### config.mk
export PLATFORM = sky130hd
export DESIGN_NAME = ipsum_fetch_fifo_flat
export DESIGN_NICKNAME = d
export VERILOG_FILES = /design/src/rtl/ipsum_fetch_fifo_if.sv /design/src/rtl/ipsum_fetch_fifo.sv /design/src/flat_wrapper.sv
export SDC_FILE = /design/constraint.sdc
export NUM_CORES = 1
export LEC_CHECK = 0
export ABC_AREA = 1
export BUFFER_PORTS_ARGS = -buffer_cell sky130_fd_sc_hd__buf_2
export CORE_ASPECT_RATIO = 0.9
export CORE_MARGIN = 4
export CORE_UTILIZATION = 46
export DETAILED_ROUTE_END_ITERATION = 12
export PLACE_DENSITY = 0.68
export SETUP_SLACK_MARGIN = 0.4
export SYNTH_ARGS = -nofsm -noshare
export SYNTH_HDL_FRONTEND = slang
export SYNTH_SLANG_ARGS = --single-unit
### constraint.sdc
create_clock -name clk -period 2 [get_ports clk]
set_input_delay 0.5 -clock clk [delete_from_list [all_inputs] [get_ports clk]]
set_output_delay 0.5 -clock clk [all_outputs]
set_load 0.02 [all_outputs]
### src/rtl/ipsum_fetch_fifo_if.sv
// Port bundle for the psum fetch FIFO: tile control, GLB read channel and psum pop channel.
// master is the fetch FIFO side; slave is the controller / GLB / consumer side.
interface ipsum_fetch_fifo_if #(
  parameter int unsigned DEPTH  = 4,
  parameter int unsigned ADDR_W = 32,
  parameter int unsigned CNT_W  = 16
);
  localparam int unsigned CNT_OUT_W = $clog2(DEPTH) + 1;

  logic                 start;
  logic [ADDR_W-1:0]    base_addr;
  logic [CNT_W-1:0]     num_psum;
  logic                 busy;
  logic                 done;
  logic                 glb_rd_en;
  logic [ADDR_W-1:0]    glb_addr;
  logic [31:0]          glb_rdata;
  logic                 pop_en;
  logic [15:0]          pop_data;
  logic                 empty;
  logic                 full;
  logic [CNT_OUT_W-1:0] count;

  modport master (
    input  start, base_addr, num_psum, glb_rdata, pop_en,
    output busy, done, glb_rd_en, glb_addr, pop_data, empty, full, count
  );

  modport slave (
    output start, base_addr, num_psum, glb_rdata, pop_en,
    input  busy, done, glb_rd_en, glb_addr, pop_data, empty, full, count
  );
endinterface

### src/rtl/ipsum_fetch_fifo.sv
// Fetches packed 32-bit psum words from the GLB, splits each into two 16-bit psums
// (low half first) and buffers them for single-psum pops; one tile per start.
module ipsum_fetch_fifo #(
  parameter int unsigned DEPTH  = 4,
  parameter int unsigned ADDR_W = 32,
  parameter int unsigned CNT_W  = 16
) (
  input  logic               clk,
  input  logic               rst,
  ipsum_fetch_fifo_if.master bus
);
  localparam int unsigned PTR_W     = $clog2(DEPTH);
  localparam int unsigned CNT_OUT_W = PTR_W + 1;
  localparam int unsigned SPACE_W   = CNT_OUT_W + 1;

  typedef enum logic [1:0] {S_IDLE, S_FETCH, S_DRAIN, S_DONE} state_t;

  state_t               state, state_nxt;
  logic [ADDR_W-1:0]    addr_q;
  logic [CNT_W-1:0]     words_left, wr_left, pop_left;
  logic [PTR_W-1:0]     wr_ptr, rd_ptr;
  logic [CNT_OUT_W-1:0] count;
  logic                 rd_valid;
  logic [15:0]          mem [DEPTH];

  logic                 issue_c, pop_c, wr_two_c, wr_one_c, last_pop_c;
  logic [1:0]           wr_n_c;
  logic [SPACE_W-1:0]   need_c;
  logic [CNT_W:0]       words_init_c;
  logic [PTR_W-1:0]     wr_ptr_p1_c;

  // Issue only if the buffer can absorb this word on top of what is stored and in flight.
  assign need_c       = SPACE_W'(count) + (rd_valid ? SPACE_W'(4) : SPACE_W'(2));
  assign issue_c      = (state == S_FETCH) && (words_left != '0) && (need_c <= SPACE_W'(DEPTH));
  assign pop_c        = bus.pop_en && (count != '0);
  assign last_pop_c   = pop_c && (pop_left == CNT_W'(1));
  assign wr_two_c     = rd_valid && (wr_left >= CNT_W'(2));
  assign wr_one_c     = rd_valid && (wr_left == CNT_W'(1));
  assign wr_n_c       = wr_two_c ? 2'd2 : (wr_one_c ? 2'd1 : 2'd0);
  assign words_init_c = ({1'b0, bus.num_psum} + (CNT_W + 1)'(1)) >> 1;
  assign wr_ptr_p1_c  = wr_ptr + PTR_W'(1);

  assign bus.glb_addr = addr_q;
  assign bus.pop_data = (count != '0) ? mem[rd_ptr] : 16'd0;
  assign bus.empty    = (count == '0);
  assign bus.full     = (count == CNT_OUT_W'(DEPTH));
  assign bus.count    = count;

  // Tile sequencing: next state and state-decoded outputs.
  always_comb begin
    state_nxt     = state;
    bus.busy      = (state != S_IDLE);
    bus.done      = (state == S_DONE);
    bus.glb_rd_en = issue_c;
    unique case (state)
      S_IDLE:  if (bus.start) state_nxt = (bus.num_psum == '0) ? S_DONE : S_FETCH;
      S_FETCH: if (issue_c && (words_left == CNT_W'(1))) state_nxt = S_DRAIN;
      S_DRAIN: if ((pop_left == '0) || last_pop_c) state_nxt = S_DONE;
      S_DONE:  state_nxt = S_IDLE;
      default: state_nxt = S_IDLE;
    endcase
  end

  always_ff @(posedge clk) begin
    if (rst) begin
      state      <= S_IDLE;
      addr_q     <= '0;
      words_left <= '0;
      wr_left    <= '0;
      pop_left   <= '0;
      wr_ptr     <= '0;
      rd_ptr     <= '0;
      count      <= '0;
      rd_valid   <= 1'b0;
    end else begin
      state    <= state_nxt;
      rd_valid <= issue_c;
      if ((state == S_IDLE) && bus.start) begin
        addr_q     <= bus.base_addr;
        words_left <= CNT_W'(words_init_c);
        wr_left    <= bus.num_psum;
        pop_left   <= bus.num_psum;
      end else begin
        if (issue_c) begin
          addr_q     <= addr_q + ADDR_W'(4);
          words_left <= words_left - CNT_W'(1);
        end
        if (wr_two_c)      wr_left <= wr_left - CNT_W'(2);
        else if (wr_one_c) wr_left <= wr_left - CNT_W'(1);
        if (pop_c)         pop_left <= pop_left - CNT_W'(1);
      end
      if (wr_two_c)      wr_ptr <= wr_ptr + PTR_W'(2);
      else if (wr_one_c) wr_ptr <= wr_ptr_p1_c;
      if (pop_c)         rd_ptr <= rd_ptr + PTR_W'(1);
      count <= count + CNT_OUT_W'(wr_n_c) - CNT_OUT_W'(pop_c);
    end
  end

  // Storage is not reset; a return arriving during reset is dropped.
  always_ff @(posedge clk) begin
    if (!rst && (wr_two_c || wr_one_c)) mem[wr_ptr]      <= bus.glb_rdata[15:0];
    if (!rst && wr_two_c)               mem[wr_ptr_p1_c] <= bus.glb_rdata[31:16];
  end
endmodule

### src/flat_wrapper.sv
// flat-port wrapper written by rule: the top's interface ports become plain ports
module ipsum_fetch_fifo_flat 
#(
  parameter int unsigned DEPTH  = 4,
  parameter int unsigned ADDR_W = 32,
  parameter int unsigned CNT_W  = 16
)
  (clk, rst, bus_start, bus_base_addr, bus_num_psum, bus_glb_rdata, bus_pop_en, bus_busy, bus_done, bus_glb_rd_en, bus_glb_addr, bus_pop_data, bus_empty, bus_full, bus_count);
  ipsum_fetch_fifo_if #(.DEPTH(DEPTH), .ADDR_W(ADDR_W), .CNT_W(CNT_W)) bus_i ();
  input  logic clk;
  input  logic rst;
  input wire logic [$bits(bus_i.start)-1:0] bus_start;
  input wire logic [$bits(bus_i.base_addr)-1:0] bus_base_addr;
  input wire logic [$bits(bus_i.num_psum)-1:0] bus_num_psum;
  input wire logic [$bits(bus_i.glb_rdata)-1:0] bus_glb_rdata;
  input wire logic [$bits(bus_i.pop_en)-1:0] bus_pop_en;
  output wire logic [$bits(bus_i.busy)-1:0] bus_busy;
  output wire logic [$bits(bus_i.done)-1:0] bus_done;
  output wire logic [$bits(bus_i.glb_rd_en)-1:0] bus_glb_rd_en;
  output wire logic [$bits(bus_i.glb_addr)-1:0] bus_glb_addr;
  output wire logic [$bits(bus_i.pop_data)-1:0] bus_pop_data;
  output wire logic [$bits(bus_i.empty)-1:0] bus_empty;
  output wire logic [$bits(bus_i.full)-1:0] bus_full;
  output wire logic [$bits(bus_i.count)-1:0] bus_count;
  assign bus_i.start = bus_start;
  assign bus_i.base_addr = bus_base_addr;
  assign bus_i.num_psum = bus_num_psum;
  assign bus_i.glb_rdata = bus_glb_rdata;
  assign bus_i.pop_en = bus_pop_en;
  assign bus_busy = bus_i.busy;
  assign bus_done = bus_i.done;
  assign bus_glb_rd_en = bus_i.glb_rd_en;
  assign bus_glb_addr = bus_i.glb_addr;
  assign bus_pop_data = bus_i.pop_data;
  assign bus_empty = bus_i.empty;
  assign bus_full = bus_i.full;
  assign bus_count = bus_i.count;
  ipsum_fetch_fifo #(.DEPTH(DEPTH), .ADDR_W(ADDR_W), .CNT_W(CNT_W)) u_core (.clk(clk), .rst(rst), .bus(bus_i));
endmodule
Yosys cells after proc, flatten, opt, wreduce, memory -nomap -nowiden
Memories as Yosys holds them, arrays and structs flattened. A register that Yosys moved wholly into a read port is not among the register bits. Index checks and enable logic that the tools add are counted.

Register bits after elaboration: 90. Bits in latches: 0. RAM bits: 64. ROM bits: 0. Bits of input ports: 84. Output and inout port bits: 56. Memories: 1.

$add $sub $neg: 12. Multipliers: 0. Divide/modulo/power cells: 0. Magnitude comparators: 2. Equal/unequal tests: 10. Shift-type cells: 0. Multiplexer cells: 26. Bitwise logic cells: 0. Reductions and logical operators: 25.

Memories: u_core.mem (words 4, width 16, read ports 1, clocked after Yosys merged registers in 1, write ports 2, RTL line ipsum_fetch_fifo.sv:24) `logic [15:0] mem [DEPTH];`.

Operator list (number): 2-to-1 mux 16 bit (8); 2-to-1 mux 32 bit (2); equality test 16 x 1 -> 1 bit, second input constant (3); subtractor 16 x 1 -> 16 bit, second input constant (3); adder 32 x 3 -> 32 bit, second input constant (1); zero test 16 bit (2); 2-to-1 mux 2 bit (9); adder 16 x 1 -> 17 bit, second input constant (1); greater-or-equal comparator 16 x 2 -> 1 bit, second input constant (1); nonzero test 16 bit (1); subtractor 16 x 2 -> 16 bit, second input constant (1); logical AND 1 bit (10); one-hot mux 2 bit (4 select lines) (1); nonzero test 2 bit (4); nonzero test 3 bit (2); 2-to-1 mux 1 bit (5); adder 2 x 1 -> 2 bit, second input constant (2); adder 3 x 4 -> 4 bit (1); equality test 2 bit, second input constant (2); less-or-equal comparator 4 x 3 -> 1 bit, second input constant (1); != test 2 bit, second input constant (2); adder 3 x 2 -> 3 bit (1); equality test 3 bit, second input constant (1); zero test 3 bit (1); 9 further kinds (10).

Logic depth before layout (Yosys ltp)
Gate-level depths: netlist of run 1.

Word-level depth: 7. Depth in mapped cells: 13. Depth with buffers taken out: 13.

Worst setup path before layout of run 1
Ideal clock, no wire load.

Kind: reg-to-reg. From: reg u_core.count[1] (netlist: u_core.bus.count[1]). To: reg u_core.count[2] (netlist: u_core.bus.count[2]). Library setup time: 0.120 ns. Arrival: 2.216 ns. Data required time: 1.880 ns. Path slack: -0.336 ns. Cell stages (with the launch flop): 11. Cell sequence: dfxtp_1 > nor3_4 > nor2_2 > buf_2 > ha_1 > inv_1 > ha_1 > fa_1 > xor2_1 > o21ai_0 > a21oi_1.

Longest elaborated chain between the ends: 3.

RTL lines: from (decl) (RTL line ipsum_fetch_fifo.sv:22) `logic [CNT_OUT_W-1:0] count;`; from (signal assigned) (RTL line ipsum_fetch_fifo.sv:95) `count <= count + CNT_OUT_W'(wr_n_c) - CNT_OUT_W'(pop_c);`; nonzero test 3 bit (RTL line ipsum_fetch_fifo.sv:35) `assign pop_c = bus.pop_en && (count != '0);`; logical AND 1 bit (RTL line ipsum_fetch_fifo.sv:35); net u_core.pop_c (RTL line ipsum_fetch_fifo.sv:26) `logic issue_c, pop_c, wr_two_c, wr_one_c, last_pop_c;`; subtractor 3 x 1 -> 3 bit (RTL line ipsum_fetch_fifo.sv:95).

The timed path passes the listed nets, and every way through them passes these cells. A chain may end at the register's enable or synchronous reset.

Final worst setup path of run 1
From: reg u_core.rd_valid. To: reg u_core.addr_q[4] (netlist: u_core.bus.glb_addr[4]).

Longest elaborated chain between the ends: 5.

RTL lines: from (decl) (RTL line ipsum_fetch_fifo.sv:23) `logic rd_valid;`; from (signal assigned) (RTL line ipsum_fetch_fifo.sv:77) `rd_valid <= issue_c;`; 2-to-1 mux 3 bit (RTL line ipsum_fetch_fifo.sv:33) `assign need_c = SPACE_W'(count) + (rd_valid ? SPACE_W'(4) : SPACE_W'(2));`; adder 3 x 4 -> 4 bit (RTL line ipsum_fetch_fifo.sv:33); less-or-equal comparator 4 x 3 -> 1 bit (RTL line ipsum_fetch_fifo.sv:34) `assign issue_c = (state == S_FETCH) && (words_left != '0) && (need_c <= SPACE_W'(DEPTH));`; logical AND 1 bit (RTL line ipsum_fetch_fifo.sv:34); nonzero test 2 bit (no line); to (signal assigned) (RTL line ipsum_fetch_fifo.sv:79) `addr_q <= bus.base_addr;`; to (signal assigned) (RTL line ipsum_fetch_fifo.sv:85) `addr_q <= addr_q + ADDR_W'(4);`; to (decl) (RTL line ipsum_fetch_fifo.sv:19) `logic [ADDR_W-1:0] addr_q;`.

No other way between the ends.

==> impl_metrics.json, run 1 <==
{
  "status": "finished, violations left",
  "violations": "setup timing",
  "first_global_vias": 10873,
  "cp.arrival_ns": 2.80,
  "dp_slack_ns": -0.0701,
  "tns_ns": -22.99,
  "critPathMaxFanout": 6,
  "dpl_cell_area_sq_um": 11900,
  "reg2reg_from": "u_core.rd_valid",
  "grt_start_max_net_pins": 53,
  "powerDensity_nw_per_um2": 1500,
  "rr_endpoint": "u_core.bus.glb_addr[4]",
  "drtPass1Iterations": 8,
  "via_per_inst": 5.88,
  "drive_above_1_share_pct": 39.0,
  "syn-cell-area_sq_um": 10500,
  "fin_crit_sh_pct": 122,
  "fmax_mhz": 410,
  "slew_violations": 0,
  "dp_hpwl_um": 21700,
  "multiInputGateArea_sq_um": 7080,
  "clkSlewWorstSetupHoldPaths_ns": 0.08,
  "clock_skew_ns": 0.0160,
  "syn_avg_cell_area_sq_um": 6.77,
  "ys_top_cells_by_area": "edfxtp_1, dfxtp_1, nand2_1",
  "yosys_most_used_dff": "dfxtp_1",
  "synth_edf_count": 64,
  "die_h_um": 152,
  "whs_ns": 0.321,
  "nFillCells": 1651,
  "yosysTopAreaCell": "edfxtp_1",
  "fin_area_sq_um": 16000,
  "synth_cells": 1557,
  "cts_sinks": 156,
  "gp_congestion": 0.896,
  "rrSetupSlack_ns": -0.44,
  "ir_drop_mv": 0.981,
  "clock_latency_ns": 0.45,
  "synth.net_count": 1671,
  "nets": 1958,
  "worstSetupEndpointType": "flop",
  "die_x_um": 168,
  "ys_types": 47,
  "cts.path.max_buffers": 2,
  "gr-usage-all-layers_pct": 27.2,
  "rsz0062_at_grt": "yes",
  "vias": 12672,
  "worst_pin_slew_ns": 0.578,
  "num_io_pins": 140,
  "async_flop_share_pct": 0,
  "final_common_cell": "nand2_1",
  "hold_class": "in2reg",
  "wl_um": 43600,
  "dieArea_sq_um": 25400,
  "synth-seq-area-share_pct": 35.7,
  "required_ns": 2.36,
  "yosysTopAreaCellShare_pct": 18.2,
  "min_period_ns": 2.44,
  "detail-route-antenna-nets": 0,
  "routed-wl-met2_um": 20300,
  "ctsRootBufferMaster": "clkbuf_16",
  "dr_wl_met3_um": 4300,
  "final_cell_mix": "nand2_1, nor2_1, inv_1, buf_2, nand3_1",
  "whs_path_depth": 3,
  "drc": 0,
  "h-tree-depth": 4,
  "io_buffers": 139,
  "worstSetupPathType": "reg2reg",
  "utilization_pct": 70.9,
  "area_growth_pct": 51.5,
  "max-cap-violations": 0,
  "seq_area_sq_um": 3830,
  "n_antenna_cell": 0,
  "rr_worst_depth": 16,
  "drt_iter0_drc": 1355,
  "yosys_warnings": 0,
  "wl_per_cell_um": 20.2,
  "relSlewSlack_pct": 61.3,
  "initial_utilization_pct": 46.8,
  "startpoint_type": "flop",
  "core-area_sq_um": 22500,
  "p_leak_uw": 0.00690,
  "setup_viol": 137,
  "rows": 52,
  "top_layer": "met4",
  "grt_overflow": 0,
  "cts_tree": "yes",
  "met1Wirelength_um": 16300,
  "finalHoldViolCount": 0,
  "setup_ws_ns": -0.437,
  "grt_pass1_wl_um": 55400,
  "antenna_found_initial": 0,
  "postCtsHoldBufs": 0,
  "cts_buffers": 17,
  "whs_endpoint": "u_core.bus.glb_addr[1]",
  "ys_ff_latch": 156,
  "hp-start": "bus_base_addr[1]"
}
==> area by class of cell <==
type | count | area share, %
inverter | 166 | 4.22
clock buffer | 17 | 2.66
timing repair buffer | 325 | 20.7
multi-input combinational | 1172 | 44.4
timing repair inverter | 6 | 0.564
tap | 297 | 2.33
clock inverter | 15 | 1.18
sequential | 156 | 24.0
==> critical path: stages (launching register included) <==
cell	delay [ns]
dfxtp_4	0.36
inv_4	0.06
ha_4	0.11
inv_2	0.03
fa_1	0.44
nor2_2	0.14
nor2_4	0.06
nand2_4	0.10
buf_6	0.10
buf_6	0.08
buf_6	0.11
nand2_8	0.08
buf_12	0.14
buf_6	0.11
buf_8	0.12
buf_6	0.11
a211oi_2	0.19
==> layer usage <==
metal  up-vias  global-route usage [%]
li1       5681                       -
met1      5859                    35.6
met2       888                    45.2
met3       244                    4.46
met4         0                    11.1
met5         -                       0
==> worst max path at each step <==
stage	from	to	cells past startpoint
final	u_core.rd_valid	u_core.bus.glb_addr[4]	16
after detailed placement	u_core.rd_valid	bus_glb_rd_en	9
after global routing	u_core.rd_valid	u_core.bus.glb_addr[4]	16
after global placement	u_core.rd_valid	bus_glb_rd_en	9
after CTS	u_core.rd_valid	bus_glb_rd_en	9
after floorplan	u_core.bus.count[2]	u_core.bus.count[2]	10
==> per-stage QoR <==
step	instances	total power, uW
3_3_place_gp	1996	14000
4_1_cts	2102	21100
6_report	2154	24000
3_5_place_dp	1996	14200
5_1_grt	2154	25200
2_1_floorplan	1557	11600
==> state kept, by name, indices dropped and copies added, names as in the netlist, named ones only <==
name and cells:
u_core.mem 64, u_core.bus.glb_addr 32, u_core.pop_left 16, u_core.words_left 16, u_core.wr_left 16, u_core.bus.count 3, u_core.rd_ptr 2, u_core.state 2
u_core.wr_ptr 2, u_core.rd_valid 1
==> synthesized netlist by cell type (all sizes together), types with 4 or more instances <==
cell type and number:
clkbuf 29, nand3 103, nand2 405, nor2 271, xnor2 4, a31oi 17, a31o 4, edfxtp 64
dfxtp 92, o211ai 8, nor3 20, nand4 24, buf 35, inv 166, a21oi 82, xor2 28
nand3b 10, o21ai 153, ha 28
==> where the power goes <==
group / internal (uW) / switching [uW] / leakage [uW]
clock network: 1710 / 1700 / 0.000298
registers: 4100 / 871 / 0.00135
logic: 6760 / 8810 / 0.00525
==> repair_timing <==
| action | in CTS | in global routing |
|---|---|---|
| gates cloned | 17 | 17 |
| pin swaps | 68 | 98 |
| setup endpoints to repair | 242 | 262 |
| buffers inserted | 57 | 35 |
| resized for setup | 272 | 354 |
==> logic make-up (layout without fill, tap and decap cells) <==
| group | count (synthesis) | after routing | share of synthesized area [%] |
|---|---|---|---|
| AND/OR/NAND/NOR | 836 | 836 | 33.7 |
| AO/OA/AOI/OAI | 273 | 274 | 14.2 |
| XOR/XNOR | 32 | 32 | 2.66 |
| buffers and inverters | 230 | 529 | 10.0 |
| adder cells (fa/ha/maj) | 30 | 30 | 3.71 |
| flip-flops | 156 | 156 | 35.7 |
No activity file was read; power rests on OpenSTA's default activity.
==> run 2: changes to the inputs <==
ABC_AREA = 0   (was 1)
PLACE_DENSITY = 0.69   (was 0.68)
==> run 2 against run 1 <==
The run still ends with setup timing left. Synthesized cell count fell by 44%. Critical path depth fell by 6. Sequential power fell by 6.2%. Routed wire length fell by 26%. Combinational power fell by 26%. Register-to-register slack got worse by 0.09 ns. Worst setup slack got worse by 0.21 ns. Largest power group unchanged. Highest routed layer unchanged.
==> impl_metrics.json, run 2 <==
{
  "worstSetupEndpointType": "output pin",
  "combPwrFrac_pct": 59.7,
  "vias": 8724,
  "cts_buffers": 17,
  "switchingPower_uw": 7790,
  "area_growth_pct": 62.8,
  "ctsRootBufferMaster": "clkbuf_16",
  "die_x_um": 155,
  "num_io_pins": 140,
  "fin_cells": 1458,
  "wl_um": 32100,
  "grt_start_max_net_pins": 81,
  "cts.path.max_buffers": 2,
  "first_global_vias": 8432,
  "yosys_warnings": 0,
  "worstSetupPathType": "reg2out",
  "synth.net_count": 991,
  "required_ns": 1.50,
  "postCtsHoldBufs": 0,
  "startpoint_type": "flop",
  "fin_crit_sh_pct": 132,
  "fmax_mhz": 379,
  "core-area_sq_um": 19100,
  "via_per_inst": 5.98,
  "ys_ff_latch": 156,
  "drtPass1Iterations": 5,
  "tns_ns": -43.91,
  "dieArea_sq_um": 21700,
  "pwr-share-clk_pct": 16.1,
  "final_cell_mix": "buf_4, buf_2",
  "cts_sinks": 156,
  "place_inst": 1353,
  "finalPower_uw": 19200,
  "clock_skew_ns": 0.0141,
  "grt_pass1_wl_um": 45900,
  "h-tree-depth": 4,
  "pwr-share-seq_pct": 24.2,
  "rrSetupSlack_ns": -0.53,
  "p_leak_uw": 0.00571,
  "cts_tree": "yes",
  "internal_power_uw": 11500,
  "status": "finished, violations left",
  "synth_cells": 877,
  "syn-cell-area_sq_um": 8930,
  "min_period_ns": 2.64,
  "setup_viol": 205,
  "relSlewSlack_pct": 30.6,
  "synth-seq-area-share_pct": 42.2,
  "drive_above_1_share_pct": 55.7,
  "path_cells": "inv_4 > ha_4 > inv_2 > fa_1 > o21ba_4 > buf_6 > nor2_4 > nand2b_4 > inv_2 > buf_6",
  "whs_ns": 0.323,
  "rsz0062_at_grt": "yes",
  "dp_hpwl_um": 18200,
  "wl_per_cell_um": 22.0,
  "clkSlewWorstSetupHoldPaths_ns": 0.06,
  "die_h_um": 140,
  "finalHoldViolCount": 0,
  "slowest_stage": "fa_1",
  "setup_ws_ns": -0.642,
  "yosysTopAreaCell": "edfxtp_1",
  "regMostFlops": "u_core.mem",
  "ys_top_cells_by_area": "edfxtp_1, dfxtp_1, mux2_2",
  "violations": "setup timing",
  "grt_overflow": 0,
  "largest_register_ffs": 64,
  "worst_pin_slew_ns": 1.04,
  "gp_congestion": 0.879,
  "syn_avg_cell_area_sq_um": 10.2,
  "io_buffers": 139,
  "async_flop_share_pct": 0,
  "hold_class": "in2reg",
  "drc": 0,
  "critPathMaxFanout": 2,
  "clock_latency_ns": 0.43,
  "antenna_found_initial": 1,
  "yosys_most_used_dff": "dfxtp_1",
  "drt_iter0_drc": 574,
  "switching_share_pct": 40.5,
  "synth_commonest_cells": "dfxtp_1, nor2_1, edfxtp_1, mux2_2, nand2_1",
  "yosysMostFrequentCell": "dfxtp_1",
  "cp.arrival_ns": 2.14,
  "synth_edf_count": 64,
  "ys_types": 67,
  "rows": 48,
  "powerDensity_nw_per_um2": 1320,
  "gr-usage-all-layers_pct": 26.7,
  "max-cap-violations": 0,
  "slowest_delay_ns": 0.50,
  "initial_utilization_pct": 46.8,
  "detail-route-antenna-nets": 0,
  "final_common_cell": "buf_4",
  "yosysTopAreaCellShare_pct": 21.5,
  "nets": 1308,
  "ir_drop_mv": 0.812,
  "slew_violations": 0
}
run 2: cell types whose count changed after synthesis, moves of 19 or more:
cell	previous run	this run
a211oi_1	0	28
buf_6	19	0
nand2_1	399	53
o21ai_0	147	12
xnor2_1	4	48
nor2_1	252	69
nor4_1	1	37
nor2b_1	0	20
inv_1	160	24
a21oi_1	73	35
nand3_1	101	23
mux2_2	0	64
run 2: area by class of cell:
cell class,instances,area (sq um)
antenna,1,2.50
clock buffer,18,429
clock inverter,14,120
fill,1131,4560
inverter,24,95.1
multi-input combinational,655,6730
sequential,156,3810
tap,250,313
timing repair buffer,340,3040
run 2: logic make-up (layout without fill, tap and decap cells):
group / after synthesis / after routing / synth area share [%]
adders and majority gates: 30 / 30 / 4.37
xor gates and xnor gates: 58 / 58 / 5.69
muxes: 80 / 80 / 12.1
other: 0 / 1 / 0
and+or+nand+nor: 342 / 347 / 21.0
buffers and inverters: 72 / 396 / 3.27
AOI/OAI and AO/OA: 139 / 140 / 11.4
DFF: 156 / 156 / 42.2
run 2: timing repair:
| item | CTS | global route |
|---|---|---|
| resized for setup | 205 | 133 |
| gates cloned | 11 | 6 |
| buffers inserted | 32 | 23 |
| pin swaps | 81 | 69 |
| setup endpoints to repair | 237 | 253 |
run 2: routing by layer:
metal	GRT usage, %	share of wire [%]	vias to the layer above
met3	4.60	5.8	73
met5	0	0	-
met1	35.0	40	4296
met2	45.0	51	377
li1	-	-	3978
met4	9.15	2.7	0
run 2: worst max-delay path, delay by kind of cell (launching register included):
kind	cells	cell delay (ns)
fa+ha+maj	2	0.62
buf+inv	5	0.38
flops	1	0.33
simple gates	2	0.20
compound gates	1	0.17
run 2: final timing paths:
kind                     startpoint                 endpoint  cells past startpoint
max reg2reg         u_core.rd_valid  u_core.bus.glb_addr[25]                      9
max                 u_core.rd_valid            bus_glb_rd_en                     10
min                bus_base_addr[0]   u_core.bus.glb_addr[0]                      3
min reg2reg  u_core.bus.glb_addr[0]   u_core.bus.glb_addr[0]                      2
run 2: stage by stage:
step                      area (sq um)  setup slack (ns)  util, %
after floorplan                   9810            -0.521        -
final                            14500            -0.642     76.1
after global routing             14500            -0.714     76.1
after detailed placement         11700            -0.572     61.1
after CTS                        13700            -0.623     71.5
after global placement           11700            -0.495     61.1
run 2: power groups by stage:
stage | sequential, uW | clock [uW] | combinational (uW)
final | 4660 | 3110 | 11500
after global routing | 4710 | 3270 | 12100
after CTS | 4590 | 3110 | 9880
after detailed placement | 4590 | 0 | 7600
after global placement | 4560 | 0 | 7460
after floorplan | 4840 | 0 | 4510
==> run 3: changes to the inputs <==
CTS_BUF_LIST = sky130_fd_sc_hd__clkbuf_4   (was default)
PLACE_DENSITY = 0.67   (was 0.69)
clock period = 2.6 ns   (was 2 ns; I/O delays follow)
==> run 3 against run 2 <==
The run still ends with setup timing left. Critical path depth is 1 lower. Hold slack worse by 0.027 ns. Core utilization is 14 points lower. Sequential power is 22% lower. Worst setup slack better by 0.41 ns. Register-to-register slack better by 0.39 ns. Cell count is 8.6% lower. Design area is 18% lower. Flip-flop and latch count stayed put. Combinational power is 46% lower. Count of clock-buffer cells in the layout is 1 lower. Via count is 11% lower. Critical path type unchanged. Critical endpoint unchanged.
==> impl_metrics.json, run 3 (synthesis results as in run 2) <==
{
  "status": "finished, violations left",
  "switching_share_pct": 42.8,
  "fin_area_sq_um": 11900,
  "finalHoldViolCount": 0,
  "worst_pin_slew_ns": 0.971,
  "rows": 48,
  "first_global_vias": 7433,
  "grt_overflow": 0,
  "ir_drop_mv": 0.652,
  "powerDensity_nw_per_um2": 957,
  "clkSlewWorstSetupHoldPaths_ns": 0.15,
  "pwr-share-seq_pct": 31.9,
  "hold_class": "in2reg",
  "die_h_um": 140,
  "grt_pass1_wl_um": 38800,
  "core-area_sq_um": 19100,
  "violations": "setup timing",
  "setup_ws_ns": -0.236,
  "cts_tree": "yes",
  "drt_iter0_drc": 480,
  "top_layer": "met4",
  "cts_buffers": 17,
  "p_leak_uw": 0.00438,
  "cts.path.max_buffers": 2,
  "ctsRootBufferMaster": "clkbuf_4",
  "drtPass1Iterations": 5,
  "rsz0062_at_grt": "yes",
  "relSlewSlack_pct": 35.2,
  "dieArea_sq_um": 21700,
  "wl_um": 24800,
  "cts_sinks": 156,
  "nets": 1183,
  "slew_violations": 0,
  "switchingPower_uw": 4890,
  "pwr-share-clk_pct": 13.8,
  "tns_ns": -0.601,
  "clock_skew_ns": 0.0368,
  "fin_crit_sh_pct": 109,
  "max-cap-violations": 0,
  "initial_utilization_pct": 46.8,
  "detail-route-antenna-nets": 0,
  "fin_cells": 1333,
  "routed-wl-met2_um": 12100,
  "combPwrFrac_pct": 54.4,
  "final_common_cell": "buf_2",
  "startpoint_type": "flop",
  "min_period_ns": 2.84,
  "regMostFlops": "u_core.mem",
  "drive_above_1_share_pct": 44.0,
  "io_buffers": 139,
  "via_per_inst": 5.84,
  "antenna_found_initial": 1,
  "met1Wirelength_um": 11100,
  "internal_power_uw": 6540,
  "h-tree-depth": 4,
  "clock_latency_ns": 0.60,
  "drc": 0,
  "dr_wl_met3_um": 1400,
  "largest_register_ffs": 64,
  "grt_start_max_net_pins": 81,
  "worstSetupPathType": "reg2out",
  "die_x_um": 155,
  "cp.arrival_ns": 2.19,
  "area_growth_pct": 33.8,
  "vias": 7780,
  "fmax_mhz": 353,
  "setup_viol": 9,
  "wl_per_cell_um": 18.6,
  "place_inst": 1260,
  "finalPower_uw": 11400,
  "gp_congestion": 0.888,
  "final_cell_mix": "buf_2, dfxtp_1, nor2_1, mux2_2, edfxtp_1",
  "gr-usage-all-layers_pct": 22.1,
  "worstSetupEndpointType": "output pin",
  "required_ns": 1.95,
  "dpl_cell_area_sq_um": 10300,
  "critPathMaxFanout": 3,
  "dp_hpwl_um": 16600,
  "num_io_pins": 140
}
[run 3: area by class of cell]
type | count | area [sq um]
diodes | 1 | 2.50
clock buffers | 17 | 128
clock inverters | 15 | 170
fillers | 1544 | 7150
inverters | 24 | 95.1
multi-input cells | 649 | 5740
flip-flops and latches | 156 | 3800
well taps | 250 | 313
repair buffers | 221 | 1700
[run 3: worst paths after layout]
kind	slack [ns]	depth (start not counted)	end	from
max reg2reg	-0.14	12	u_core.bus.glb_addr[7]	u_core.rd_valid
max	-0.24	9	bus_glb_rd_en	u_core.rd_valid
min	0.30	3	u_core.bus.glb_addr[0]	bus_base_addr[0]
min reg2reg	0.47	2	u_core.bus.glb_addr[1]	u_core.bus.glb_addr[1]
[run 3: worst max-delay path: stages, from the launching register on]
cell	delay (ns)
dfxtp_2	0.36
inv_4	0.07
ha_4	0.12
inv_2	0.03
fa_1	0.52
o21ba_4	0.18
nor2_4	0.08
nand2b_1	0.08
inv_2	0.07
buf_6	0.11
[run 3: metal layers]
metal  global-route usage, %  vias up
met5                       0        -
met4                    4.69        0
met3                    4.57       15
met2                    35.7      229
met1                    30.8     3819
li1                        -     3717
[run 3: power groups by stage]
stage	sequential [uW]	clock [uW]	combinational (uW)
finish	3640	1570	6210
CTS	3610	1610	5330
global placement	3610	0	4550
floorplan	3670	0	3130
detailed placement	3620	0	4610
global route	3720	1710	6710
[run 3: per-stage QoR]
| step | utilization [%] | worst slack [ns] | hold slack [ns] |
|---|---|---|---|
| after global routing | 62.6 | -0.366 | 0.257 |
| after CTS | 58.1 | -0.248 | 0.267 |
| final | 62.6 | -0.236 | 0.296 |
| after global placement | 54.2 | 0.0644 | 0.441 |
| after floorplan | - | 0.0733 | 0.468 |
| after detailed placement | 54.2 | 0.00896 | 0.448 |
[run 3: repair_timing]
| item | in CTS | in global routing |
|---|---|---|
| gates resized for setup | 81 | 144 |
| setup buffers | 14 | 23 |
| cloned | 2 | 1 |
| endpoints found under the setup margin | 116 | 113 |
| endpoints found under the hold margin | 0 | 0 |
| pin swaps | 14 | 72 |
| hold buffers | 0 | 0 |
